===== src/rtl/jpeg_stage_pkg.sv =====
// Shared definitions for the JPEG coefficient pipeline stages.
// The zig-zag ROM is also used by the decoder-side inverse stage.
package jpeg_stage_pkg;

  localparam int BLOCK_SIZE = 64;

  typedef logic [5:0] idx_t;

  typedef enum logic {
    FILL  = 1'b0,
    DRAIN = 1'b1
  } state_t;

  // ZZ_TABLE[k] is the natural (raster) index of zig-zag output position k
  localparam idx_t ZZ_TABLE [BLOCK_SIZE] = '{
    6'd0,  6'd1,  6'd8,  6'd16, 6'd9,  6'd2,  6'd3,  6'd10,
    6'd17, 6'd24, 6'd32, 6'd25, 6'd18, 6'd11, 6'd4,  6'd5,
    6'd12, 6'd19, 6'd26, 6'd33, 6'd40, 6'd48, 6'd41, 6'd34,
    6'd27, 6'd20, 6'd13, 6'd6,  6'd7,  6'd14, 6'd21, 6'd28,
    6'd35, 6'd42, 6'd49, 6'd56, 6'd57, 6'd50, 6'd43, 6'd36,
    6'd29, 6'd22, 6'd15, 6'd23, 6'd30, 6'd37, 6'd44, 6'd51,
    6'd58, 6'd59, 6'd52, 6'd45, 6'd38, 6'd31, 6'd39, 6'd46,
    6'd53, 6'd60, 6'd61, 6'd54, 6'd47, 6'd55, 6'd62, 6'd63
  };

  function automatic idx_t zz(input idx_t k);
    return ZZ_TABLE[k];
  endfunction

endpackage


===== src/rtl/zigzag_reorder_stage_if.sv =====
// TIE FIFO pop/push bundle seen by the reorder stage: upstream pop side,
// downstream push side and the end-of-block pulse.
interface zigzag_reorder_stage_if #(
  parameter int BITWIDTH = 16
);
  logic                TIE_FIFO_IN_PopReq;
  logic [BITWIDTH-1:0] TIE_FIFO_IN;
  logic                TIE_FIFO_IN_Empty;
  logic                TIE_FIFO_OUT_PushReq;
  logic [BITWIDTH-1:0] TIE_FIFO_OUT;
  logic                TIE_FIFO_OUT_Full;
  logic                BLK_DONE;

  modport master (
    output TIE_FIFO_IN_PopReq,
    input  TIE_FIFO_IN,
    input  TIE_FIFO_IN_Empty,
    output TIE_FIFO_OUT_PushReq,
    output TIE_FIFO_OUT,
    input  TIE_FIFO_OUT_Full,
    output BLK_DONE
  );

  modport slave (
    input  TIE_FIFO_IN_PopReq,
    output TIE_FIFO_IN,
    output TIE_FIFO_IN_Empty,
    input  TIE_FIFO_OUT_PushReq,
    input  TIE_FIFO_OUT,
    output TIE_FIFO_OUT_Full,
    input  BLK_DONE
  );
endinterface


===== src/rtl/zigzag_reorder_stage.sv =====
// Pops a raster-order 8x8 coefficient block into a local buffer, then pushes
// it downstream in JPEG zig-zag order (or natural order when ZZ_ENABLE=0).
module zigzag_reorder_stage
  import jpeg_stage_pkg::*;
#(
  parameter int BITWIDTH  = 16,
  parameter bit ZZ_ENABLE = 1'b1
) (
  input  logic                   CLK,
  input  logic                   RST,
  zigzag_reorder_stage_if.master bus
);

  state_t state_reg, state_next;
  idx_t   wcnt_reg, wcnt_next;
  idx_t   rcnt_reg, rcnt_next;
  idx_t   rd_idx;
  logic   pop, push, done;

  logic [BITWIDTH-1:0] coef_buf [BLOCK_SIZE];

  always_ff @(posedge CLK) begin
    if (RST) begin
      state_reg <= FILL;
      wcnt_reg  <= '0;
      rcnt_reg  <= '0;
    end else begin
      state_reg <= state_next;
      wcnt_reg  <= wcnt_next;
      rcnt_reg  <= rcnt_next;
    end
  end

  always_comb begin
    state_next = state_reg;
    wcnt_next  = wcnt_reg;
    rcnt_next  = rcnt_reg;
    pop        = 1'b0;
    push       = 1'b0;
    done       = 1'b0;
    unique case (state_reg)
      FILL: begin
        pop = !bus.TIE_FIFO_IN_Empty;
        if (pop) begin
          wcnt_next = wcnt_reg + 6'd1;
          if (wcnt_reg == idx_t'(BLOCK_SIZE - 1)) state_next = DRAIN;
        end
      end
      DRAIN: begin
        push = !bus.TIE_FIFO_OUT_Full;
        if (push) begin
          rcnt_next = rcnt_reg + 6'd1;
          if (rcnt_reg == idx_t'(BLOCK_SIZE - 1)) begin
            done       = 1'b1;
            state_next = FILL;
          end
        end
      end
    endcase
    // Requests are suppressed during reset; the registers still see RST
    if (RST) begin
      pop  = 1'b0;
      push = 1'b0;
      done = 1'b0;
    end
  end

  // Buffer has no reset: every word is rewritten before it is drained
  always_ff @(posedge CLK) begin
    if (pop) coef_buf[wcnt_reg] <= bus.TIE_FIFO_IN;
  end

  always_comb begin
    rd_idx = zz(6'd0);
    if (state_reg == DRAIN) rd_idx = ZZ_ENABLE ? zz(rcnt_reg) : rcnt_reg;
  end

  assign bus.TIE_FIFO_IN_PopReq   = pop;
  assign bus.TIE_FIFO_OUT_PushReq = push;
  assign bus.BLK_DONE             = done;
  assign bus.TIE_FIFO_OUT         = RST ? '0 : coef_buf[rd_idx];

endmodule


===== src/flat_wrapper.sv =====
// flat-port wrapper written by rule: the top's interface ports become plain ports
module zigzag_reorder_stage_flat import jpeg_stage_pkg::*;
#(
  parameter int BITWIDTH  = 16,
  parameter bit ZZ_ENABLE = 1'b1
)
  (CLK, RST, bus_TIE_FIFO_IN_PopReq, bus_TIE_FIFO_IN, bus_TIE_FIFO_IN_Empty, bus_TIE_FIFO_OUT_PushReq, bus_TIE_FIFO_OUT, bus_TIE_FIFO_OUT_Full, bus_BLK_DONE);
  zigzag_reorder_stage_if #(.BITWIDTH(BITWIDTH)) bus_i ();
  input  logic CLK;
  input  logic RST;
  output wire logic [$bits(bus_i.TIE_FIFO_IN_PopReq)-1:0] bus_TIE_FIFO_IN_PopReq;
  input wire logic [$bits(bus_i.TIE_FIFO_IN)-1:0] bus_TIE_FIFO_IN;
  input wire logic [$bits(bus_i.TIE_FIFO_IN_Empty)-1:0] bus_TIE_FIFO_IN_Empty;
  output wire logic [$bits(bus_i.TIE_FIFO_OUT_PushReq)-1:0] bus_TIE_FIFO_OUT_PushReq;
  output wire logic [$bits(bus_i.TIE_FIFO_OUT)-1:0] bus_TIE_FIFO_OUT;
  input wire logic [$bits(bus_i.TIE_FIFO_OUT_Full)-1:0] bus_TIE_FIFO_OUT_Full;
  output wire logic [$bits(bus_i.BLK_DONE)-1:0] bus_BLK_DONE;
  assign bus_TIE_FIFO_IN_PopReq = bus_i.TIE_FIFO_IN_PopReq;
  assign bus_i.TIE_FIFO_IN = bus_TIE_FIFO_IN;
  assign bus_i.TIE_FIFO_IN_Empty = bus_TIE_FIFO_IN_Empty;
  assign bus_TIE_FIFO_OUT_PushReq = bus_i.TIE_FIFO_OUT_PushReq;
  assign bus_TIE_FIFO_OUT = bus_i.TIE_FIFO_OUT;
  assign bus_i.TIE_FIFO_OUT_Full = bus_TIE_FIFO_OUT_Full;
  assign bus_BLK_DONE = bus_i.BLK_DONE;
  zigzag_reorder_stage #(.BITWIDTH(BITWIDTH), .ZZ_ENABLE(ZZ_ENABLE)) u_core (.CLK(CLK), .RST(RST), .bus(bus_i));
endmodule

===== config.mk =====
export PLATFORM = sky130hd
export DESIGN_NAME = zigzag_reorder_stage_flat
export DESIGN_NICKNAME = d
export VERILOG_FILES = /design/src/rtl/jpeg_stage_pkg.sv /design/src/rtl/zigzag_reorder_stage_if.sv /design/src/rtl/zigzag_reorder_stage.sv /design/src/flat_wrapper.sv
export SDC_FILE = /design/constraint.sdc
export NUM_CORES = 1
export LEC_CHECK = 0
export CAP_MARGIN = 20
export CORE_ASPECT_RATIO = 0.7
export CORE_MARGIN = 5
export CORE_UTILIZATION = 52
export CTS_BUF_LIST = sky130_fd_sc_hd__clkbuf_8 sky130_fd_sc_hd__clkbuf_16
export CTS_CLUSTER_DIAMETER = 40
export DETAILED_ROUTE_END_ITERATION = 10
export PLACE_DENSITY = 0.68
export SLEW_MARGIN = 20
export SYNTH_ARGS = -nofsm -noshare
export SYNTH_HDL_FRONTEND = slang
export SYNTH_SLANG_ARGS = --single-unit

===== constraint.sdc =====
create_clock -name CLK -period 7 [get_ports CLK]
set_clock_uncertainty 0.2 [all_clocks]
set_input_delay 1.4 -clock CLK [delete_from_list [all_inputs] [get_ports CLK]]
set_output_delay 1.4 -clock CLK [all_outputs]
set_load 0.05 [all_outputs]

Yosys cells after proc, flatten, opt, wreduce, memory -nomap -nowiden
Memory sizes are Yosys's and may differ from the RTL's.
Cells that the tools add are included.
{"block": "totals", "output_inout_bits": 19, "mem_bits_ro": 384, "ramBits": 1024, "inputBits": 20, "memories": 2, "latchBits": 0, "regBits": 13}
{"memory": "u_core.coef_buf", "depth": 64, "width": 16, "read_ports": 1, "rd_ports_with_merged_regs": 0, "write_ports": 1, "line": "zigzag_reorder_stage.sv:20", "source": "logic [BITWIDTH-1:0] coef_buf [BLOCK_SIZE];"}
{"memory": "(name not given)", "depth": 64, "width": 6, "read_ports": 1, "rd_ports_with_merged_regs": 0, "write_ports": 0, "line": "jpeg_stage_pkg.sv:27", "source": "return ZZ_TABLE[k];"}
{"block": "classes", "n_eq_ne": 2, "div_mod_pow": 0, "bitwise": 4, "order_cmp": 1, "n_shift": 0, "multipliers": 0, "n_mux": 19, "n_addsub": 2, "reduce_logical": 4}
{"cell": "$mux W6", "n": 3}
{"cell": "$mux W16", "n": 1}
{"cell": "$mux W1", "n": 14}
{"cell": "$add A6 B1 Y6 const B", "n": 2}
{"cell": "$eq A6 B6 Y1 const B", "n": 2}
{"cell": "$ge A7 B7 Y1 const B", "n": 1}
{"cell": "$not A6 Y7", "n": 1}
{"cell": "$reduce_and A2 Y1", "n": 2}
{"cell": "$not A1 Y1", "n": 3}
{"cell": "$logic_not A1 Y1", "n": 2}
{"cell": "$pmux W1 S2", "n": 1}

Longest topological paths before layout
Gate-level depths: netlist of run 1.
An unclocked memory read counts as a cell.
{"block": "depth", "word_depth": 7, "depth_mapped": 17, "ltp_nobuf": 12}

Worst setup path before layout of run 1
No wires, ideal clock.
{"block": "synth_timing", "path_kind": "flip-flop to output port", "from": "reg u_core.rcnt_reg[0]", "to": "out bus_TIE_FIFO_OUT[14]", "required_time_ps": 5400, "arrival_ps": 3645, "stages_incl_launch_ff": 15, "path_slack_ps": 1755, "path_cell_list": "dfxtp_1 buf_2 inv_1 ha_1 and2_1 a211oi_2 a21oi_1 mux4_2 or3_1 buf_2 nand2b_1 clkbuf_1 a2111oi_2 a31oi_1 o2111ai_1"}
{"block": "synth_between", "elab_chain_len": 7}
{"item": "start, declared", "line": "zigzag_reorder_stage.sv:16", "source": "idx_t rcnt_reg, rcnt_next;"}
{"item": "start signal, assigned", "line": "zigzag_reorder_stage.sv:30", "source": "rcnt_reg <= rcnt_next;"}
{"item": "$not A6 Y7 (implied by the code)", "line": "jpeg_stage_pkg.sv:27"}
{"item": "$mem_v2 Z64 W6"}
{"item": "$mux W6 (implied by the code) (2 in a row)", "line": "jpeg_stage_pkg.sv:27"}
{"item": "$mux W6", "line": "zigzag_reorder_stage.sv:75", "source": "if (state_reg == DRAIN) rd_idx = ZZ_ENABLE ? zz(rcnt_reg) : rcnt_reg;"}
{"item": "$mem_v2 Z64 W16"}
{"item": "$mux W16", "line": "zigzag_reorder_stage.sv:81", "source": "assign bus.TIE_FIFO_OUT = RST ? '0 : coef_buf[rd_idx];"}
{"item": "end, declared", "line": "flat_wrapper.sv:15", "source": "output wire logic [$bits(bus_i.TIE_FIFO_OUT)-1:0] bus_TIE_FIFO_OUT;"}
No other way between the ends. The select of a mux whose other input is x is not followed.

Worst setup path after layout of run 1
{"block": "layout_timing", "from": "reg u_core.rcnt_reg[3]", "to": "out bus_TIE_FIFO_OUT[12]"}
The elaborated chain is that of the path after synthesis.

==> results.md, run 1 <==
* Crit path kind: reg -> out
* Fin nets at 3133
* CTS sink count at 1037
* Detailed Route Iter0 Violations at 3361
* H-tree depth at 3
* Critical Path RT at 5400 ps
* Seq/Total Area, Yosys at 74.7%
* Post-synth EDFFs at 1024
* Register bit count reported by yosys at 1037
* Standard-cell row count at 86
* CTS tree: yes
* Syn_nets at 3033
* Distinct cell type count of the synthesized netlist at 65
* Wire per inst at 25.8 µm
* Synthesized area at 41500 µm²
* Post-synthesis mux area share at 1.82%
* Max Fclk at 146 MHz
* Initial Util at 52.6%
* CTS buffer count at 103
* Outcome: complete, no violations
* Min cycle time layout at 6830 ps
* Adder-Cell Fraction of Synth Area at 0.483%
* Detailed placer's ending HPWL at 62500 µm
* Critical path startpoint category: flop
* I/O pin count at 39
* Total grt overflow at 0
* Number of global-route vias before repair at 25.1k
* # fillers at 5900
* Synth warn at 0
* Pwr Density at 275 nW/µm²
* DP Worst Slack at 597 ps
* Initial antenna violation count at 3
* Slew Limit Fails at 0
* Die width at 348 µm
* Wirelength, routed at 109000 µm
* Pwr Total at 0.0130 W
* Final setup fails at 0
* GRT Util Overall at 25.2%
* Worst-Skew Late Latency at 670 ps
* Largest net degree at the start of global routing at 126
* Final Hold Viols at 0
* Peak supply drop at 0.253 mV
* Max Fanout on Critical Path at 93
* Die extent in y at 246 µm
* Avg Inst Size Synth at 13.8 µm²
* Routed vias at 26.2k
* Pre-antenna DRT Iters at 6
* RSZ-0062 raised after global routing: no
* Final period util at 97.6%
* Clk slew on worst S/H paths at 60 ps
* Global-route wire length before repair at 161000 µm
* Syn-to-layout area delta at 13.7%
* Share of layout cells above drive strength 1 at 12.5%
* Pleak at 15.4 nW
* Main synth FF type: edfxtp_1
* CTS Root Cell: clkbuf_16
* Critical Path End Type: primary output
* Simple-Gate Fraction of Synth Area at 11.2%
* DRC at 0
* Min-delay worst type: reg -> reg
* CP arrival at 5230 ps
* Core Area at 78900 µm²
* Async set-or-reset flop fraction in the synthesized netlist at 0%
* Largest register FFs at 1024
* Slew @ Worst Pin at 1090 ps
* Cells after synthesis at 2997
* XOR/XNOR Fraction of Synth Area at 0.190%
* CTS Buffer Depth at 3
* PortBufs at 38
* Via density at 6.18
* Final WS setup at 169 ps
* Synth Area in Compound Gates at 8.94%
* Max Cap Viol at 0
* Die area at 85600 µm²
* Slew headroom at 27.3%
* Setup TNS at 0 ps
* Routability Congestion at 0.885
* Largest family of logic cells by synthesized area: simple AND/OR/NAND/NOR gates
* Routed Antenna Nets at 0
-- logic make-up (layout without fill, tap and decap cells) --
kind of cell | Yosys count | count (layout)
flip-flops | 1037 | 1037
adder cells (fa/ha/maj) | 16 | 16
XOR/XNOR | 9 | 9
AO/OA/AOI/OAI | 539 | 539
multiplexers | 74 | 74
buffers and inverters | 210 | 400
other | 0 | 1
AND/OR/NAND/NOR | 1112 | 1112
-- layout make-up --
| type | count | area (µm²) | area share [%] |
|---|---|---|---|
| inverters | 9 | 33.8 | 0.0716 |
| flip-flops and latches | 1037 | 31000 | 65.7 |
| well taps | 1056 | 1320 | 2.80 |
| clock buffers | 103 | 2580 | 5.46 |
| diodes | 1 | 2.50 | 0.00530 |
| clock inverters | 92 | 1120 | 2.38 |
| multi-input cells | 1750 | 9480 | 20.1 |
| repair buffers | 196 | 1630 | 3.45 |
-- cell usage after synthesis, drive strengths merged (4+ instances only) --
| master | n | area [µm²] |
|---|---|---|
| edfxtp | 1024 | 30700 |
| nand2 | 799 | 3000 |
| a21oi | 155 | 780 |
| buf | 114 | 708 |
| a31oi | 112 | 701 |
| clkbuf | 87 | 327 |
| nor2 | 87 | 327 |
| nand3 | 74 | 370 |
| mux2i | 70 | 701 |
| nand4 | 48 | 300 |
| a211oi | 36 | 275 |
| a32oi | 36 | 315 |
| and2 | 35 | 219 |
| a22oi | 33 | 248 |
| a221oi | 31 | 278 |
| a31o | 30 | 263 |
| o21ai | 26 | 130 |
| and3 | 21 | 131 |
| a311oi | 17 | 149 |
| o211ai | 17 | 133 |
| a32o | 16 | 160 |
| ha | 16 | 200 |
| a211o | 15 | 131 |
| dfxtp | 13 | 260 |
| nand2b | 10 | 62.6 |
| or3 | 10 | 62.6 |
| inv | 9 | 33.8 |
| nor2b | 7 | 43.8 |
| xor2 | 5 | 43.8 |
| nand3b | 4 | 30.0 |
| nor3 | 4 | 20.0 |
| or2 | 4 | 25.0 |
| xnor2 | 4 | 35.0 |
-- final timing paths --
path / depth (start not counted) / end / from / slack [ps]
max: 13 / bus_TIE_FIFO_OUT[12] / u_core.rcnt_reg[3]$_SDFFE_PP0P_ / 170
min: 2 / u_core.wcnt_reg[5]$_SDFFE_PP0P_ / u_core.wcnt_reg[5]$_SDFFE_PP0P_ / 420
max reg2reg: 5 / u_core.coef_buf[23][13]$_DFFE_PP_ / u_core.state_reg$_SDFF_PP0_ / 4070
min reg2reg: 2 / u_core.wcnt_reg[5]$_SDFFE_PP0P_ / u_core.wcnt_reg[5]$_SDFFE_PP0P_ / 420
-- routing by layer --
metal | GRT usage (%) | wire length (µm)
met2 | 36.6 | 47600
met3 | 8.38 | 13700
met4 | 7.38 | 2980
met1 | 36.7 | 45100
met5 | 0 | 27
-- what timing repair did --
action,CTS,global route
setup endpoints to repair,2,13
setup buffers,0,0
hold buffers,0,0
resized for setup,1,4
hold endpoints to repair,0,0
-- critical path, cell delays in order, from the launching register on --
cell and delay (ps):
dfxtp_1 590, buf_4 330, nor2b_1 310, a22oi_1 140, a221o_1 430, o211a_4 220, buf_12 210, buf_4 330
nand2_1 100, nand2_1 50, a211o_1 360, a22oi_1 580, nand4_1 440, buf_4 330
-- power by group --
group / internal [W] / total, W / switching [W]
logic: 0.0000282 / 0.000189 / 0.000161
registers: 0.00683 / 0.00683 / 0.00000434
clock network: 0.00354 / 0.00594 / 0.00240
-- cells in the final DEF, fill, tap and decap left out, types with 26 or more instances in the layout --
cell type / n
a22oi_1: 32
a221oi_1: 30
a21oi_1: 154
nor2_1: 85
and2_1: 32
nand3_1: 73
nand2_1: 799
a211oi_1: 35
mux2i_1: 70
o21ai_0: 26
clkbuf_16: 103
a32oi_1: 36
a31oi_1: 112
edfxtp_1: 1024
buf_4: 160
nand4_1: 48
-- stage by stage --
stage | utilization [%] | area [µm²] | instances | hold slack (ps)
finish | 59.8 | 47200 | 4244 | 418
global route | 59.8 | 47200 | 4243 | 451
CTS | 59.8 | 47200 | 4243 | 407
detailed placement | 55.1 | 43500 | 4048 | 399
global placement | 55.1 | 43500 | 4048 | 350
floorplan | - | 41500 | 2997 | 330
Note: power is estimated with default switching activity, not from simulation.
==> run 2, diff against run 1 <==
--- a/config.mk
+++ b/config.mk
@@ -9,7 +9,6 @@
 export CORE_ASPECT_RATIO = 0.7
 export CORE_MARGIN = 5
 export CORE_UTILIZATION = 52
-export CTS_BUF_LIST = sky130_fd_sc_hd__clkbuf_8 sky130_fd_sc_hd__clkbuf_16
 export CTS_CLUSTER_DIAMETER = 40
 export DETAILED_ROUTE_END_ITERATION = 10
 export PLACE_DENSITY = 0.68
==> run 2 against run 1 <==
Effect of this change: hold slack gained 2.1 ps; clock-buffer cell count increased by 11; first-iteration DRC count is 1.6% higher; maximum frequency grew 0.74%; die area is the same; global-route usage unchanged; utilization unchanged.
==> results.md, run 2 (same netlist as run 1, synthesis figures left out) <==
* RR Endpoint: u_core.coef_buf[23][10]$_DFFE_PP_
* Critical Path End Type: primary output
* GRT Util Overall at 25.2%
* Slew headroom at 26.7%
* CTS tree: yes
* CTS Buffer Depth at 3
* Worst-Skew Late Latency at 670 ps
* CTS buffer count at 103
* H-tree depth at 3
* Die extent in y at 246 µm
* Crit. Startpoint: u_core.rcnt_reg[3]$_SDFFE_PP0P_
* Worst path slowest cell: dfxtp_1
* Final setup fails at 0
* Detailed Route Iter0 Violations at 3415
* Reg2reg path depth at 5
* Wirelength, routed at 109000 µm
* Critical Path RT at 5400 ps
* Max Fanout on Critical Path at 39
* Crit path kind: reg -> out
* Final Hold Viols at 0
* Pleak at 15.4 nW
* Clk slew on worst S/H paths at 60 ps
* CTS sink count at 1037
* Largest register FFs at 1024
* PortBufs at 38
* Pre-antenna DRT Iters at 7
* Detailed placer's ending HPWL at 62500 µm
* Total grt overflow at 0
* DRC at 0
* Share of layout cells above drive strength 1 at 12.5%
* Most frequent cells in the layout: edfxtp_1, nand2_1, buf_4
* Top cell by count, worst path: buf_4
* Die area at 85600 µm²
* Min cycle time layout at 6780 ps
* Routability Congestion at 0.885
* Final period util at 96.9%
* Core Area at 78900 µm²
* Wire per inst at 25.7 µm
* I/O pin count at 39
* Peak supply drop at 0.253 mV
* Routed vias at 26.0k
* Standard-cell row count at 86
* Pwr Density at 275 nW/µm²
* Slew Limit Fails at 0
* Initial Util at 52.6%
* Slew @ Worst Pin at 1100 ps
* Global-route wire length before repair at 161000 µm
* Critical path startpoint category: flop
* Pwr Total at 0.0130 W
* CP max stage delay at 890 ps
* Capture point of the critical path: bus_TIE_FIFO_OUT[12]
* Number of global-route vias before repair at 25.1k
* Initial antenna violation count at 3
* RSZ-0062 raised after global routing: no
* Max Fclk at 147 MHz
* Crit path cell chain: buf_4 > nor2b_1 > a221o_1 > and3_1 > or3_4 > a21oi_1 > a32o_1 > a31oi_1 > a22oi_1 > nand4_1 > buf_4
* Largest net degree at the start of global routing at 126
* Max Cap Viol at 0
* CP arrival at 5180 ps
* Die width at 348 µm
* Syn-to-layout area delta at 13.7%
* Outcome: complete, no violations
* R2r setup slk at 4100 ps
* Setup TNS at 0 ps
* CTS Root Cell: clkbuf_16
* Via density at 6.13
* Commonest non-fill, non-tap cell in the layout: edfxtp_1
* Min-delay worst type: reg -> reg
* Fin nets at 3133
* Worst reg2reg path startpoint: u_core.state_reg$_SDFF_PP0_
* Routed Antenna Nets at 0
-- run 2: worst min path at each step --
stage / slack (ps) / depth (start not counted) / start / endpoint
floorplan: 330 / 2 / u_core.wcnt_reg[1]$_SDFFE_PP0P_ / u_core.wcnt_reg[1]$_SDFFE_PP0P_
global route: 450 / 2 / u_core.wcnt_reg[1]$_SDFFE_PP0P_ / u_core.wcnt_reg[1]$_SDFFE_PP0P_
global placement: 350 / 2 / u_core.wcnt_reg[1]$_SDFFE_PP0P_ / u_core.wcnt_reg[1]$_SDFFE_PP0P_
detailed placement: 400 / 2 / u_core.wcnt_reg[5]$_SDFFE_PP0P_ / u_core.wcnt_reg[5]$_SDFFE_PP0P_
finish: 420 / 2 / u_core.wcnt_reg[5]$_SDFFE_PP0P_ / u_core.wcnt_reg[5]$_SDFFE_PP0P_
CTS: 410 / 2 / u_core.wcnt_reg[5]$_SDFFE_PP0P_ / u_core.wcnt_reg[5]$_SDFFE_PP0P_
-- run 2: layer usage --
layer,global-route usage (%),part of all wire [%]
met5,0,0.025
met4,7.38,2.8
met3,8.38,12
met2,36.6,43
met1,36.7,41
-- run 2: critical path, delay by kind of cell, from the launching register on --
| family | cells | cell delay [ps] |
|---|---|---|
| buf+inv | 2 | 630 |
| flops | 1 | 890 |
| compound gates | 5 | 1480 |
| simple gates | 4 | 1470 |
-- run 2: report_power, final --
group / internal (W) / leakage, nW / total (W) / switching [W]
registers: 0.00683 / 9.31 / 0.00683 / 0.00000446
logic: 0.0000282 / 4.26 / 0.000188 / 0.000160
clock network: 0.00355 / 1.79 / 0.00596 / 0.00240
-- run 2: layout make-up --
type,count,area (µm²)
Timing Repair Buffer,196,1630
Antenna cell,1,2.50
Clock buffer,114,2620
Clock inverter,81,1080
Sequential cell,1037,31000
Fill cell,5900,31700
Multi-Input combinational cell,1750,9480
Tap cell,1056,1320
Inverter,9,33.8
-- run 2: through the flow --
| step | std cells | worst slack [ps] | hold slack [ps] | cell area (µm²) | utilization (%) |
|---|---|---|---|---|---|
| final | 4244 | 219 | 420 | 47200 | 59.8 |
| after global routing | 4243 | 19.2 | 451 | 47200 | 59.8 |
| after CTS | 4243 | 17.2 | 407 | 47200 | 59.8 |
| after detailed placement | 4048 | 597 | 399 | 43500 | 55.1 |
| after global placement | 4048 | 717 | 350 | 43500 | 55.1 |
| after floorplan | 2997 | 1750 | 330 | 41500 | - |
-- run 2: what timing repair did --
action / 4_1_cts / 5_1_grt
buffers inserted: 0 / 0
resized for setup: 1 / 4
setup endpoints to repair: 2 / 13
hold buffers: 0 / 0
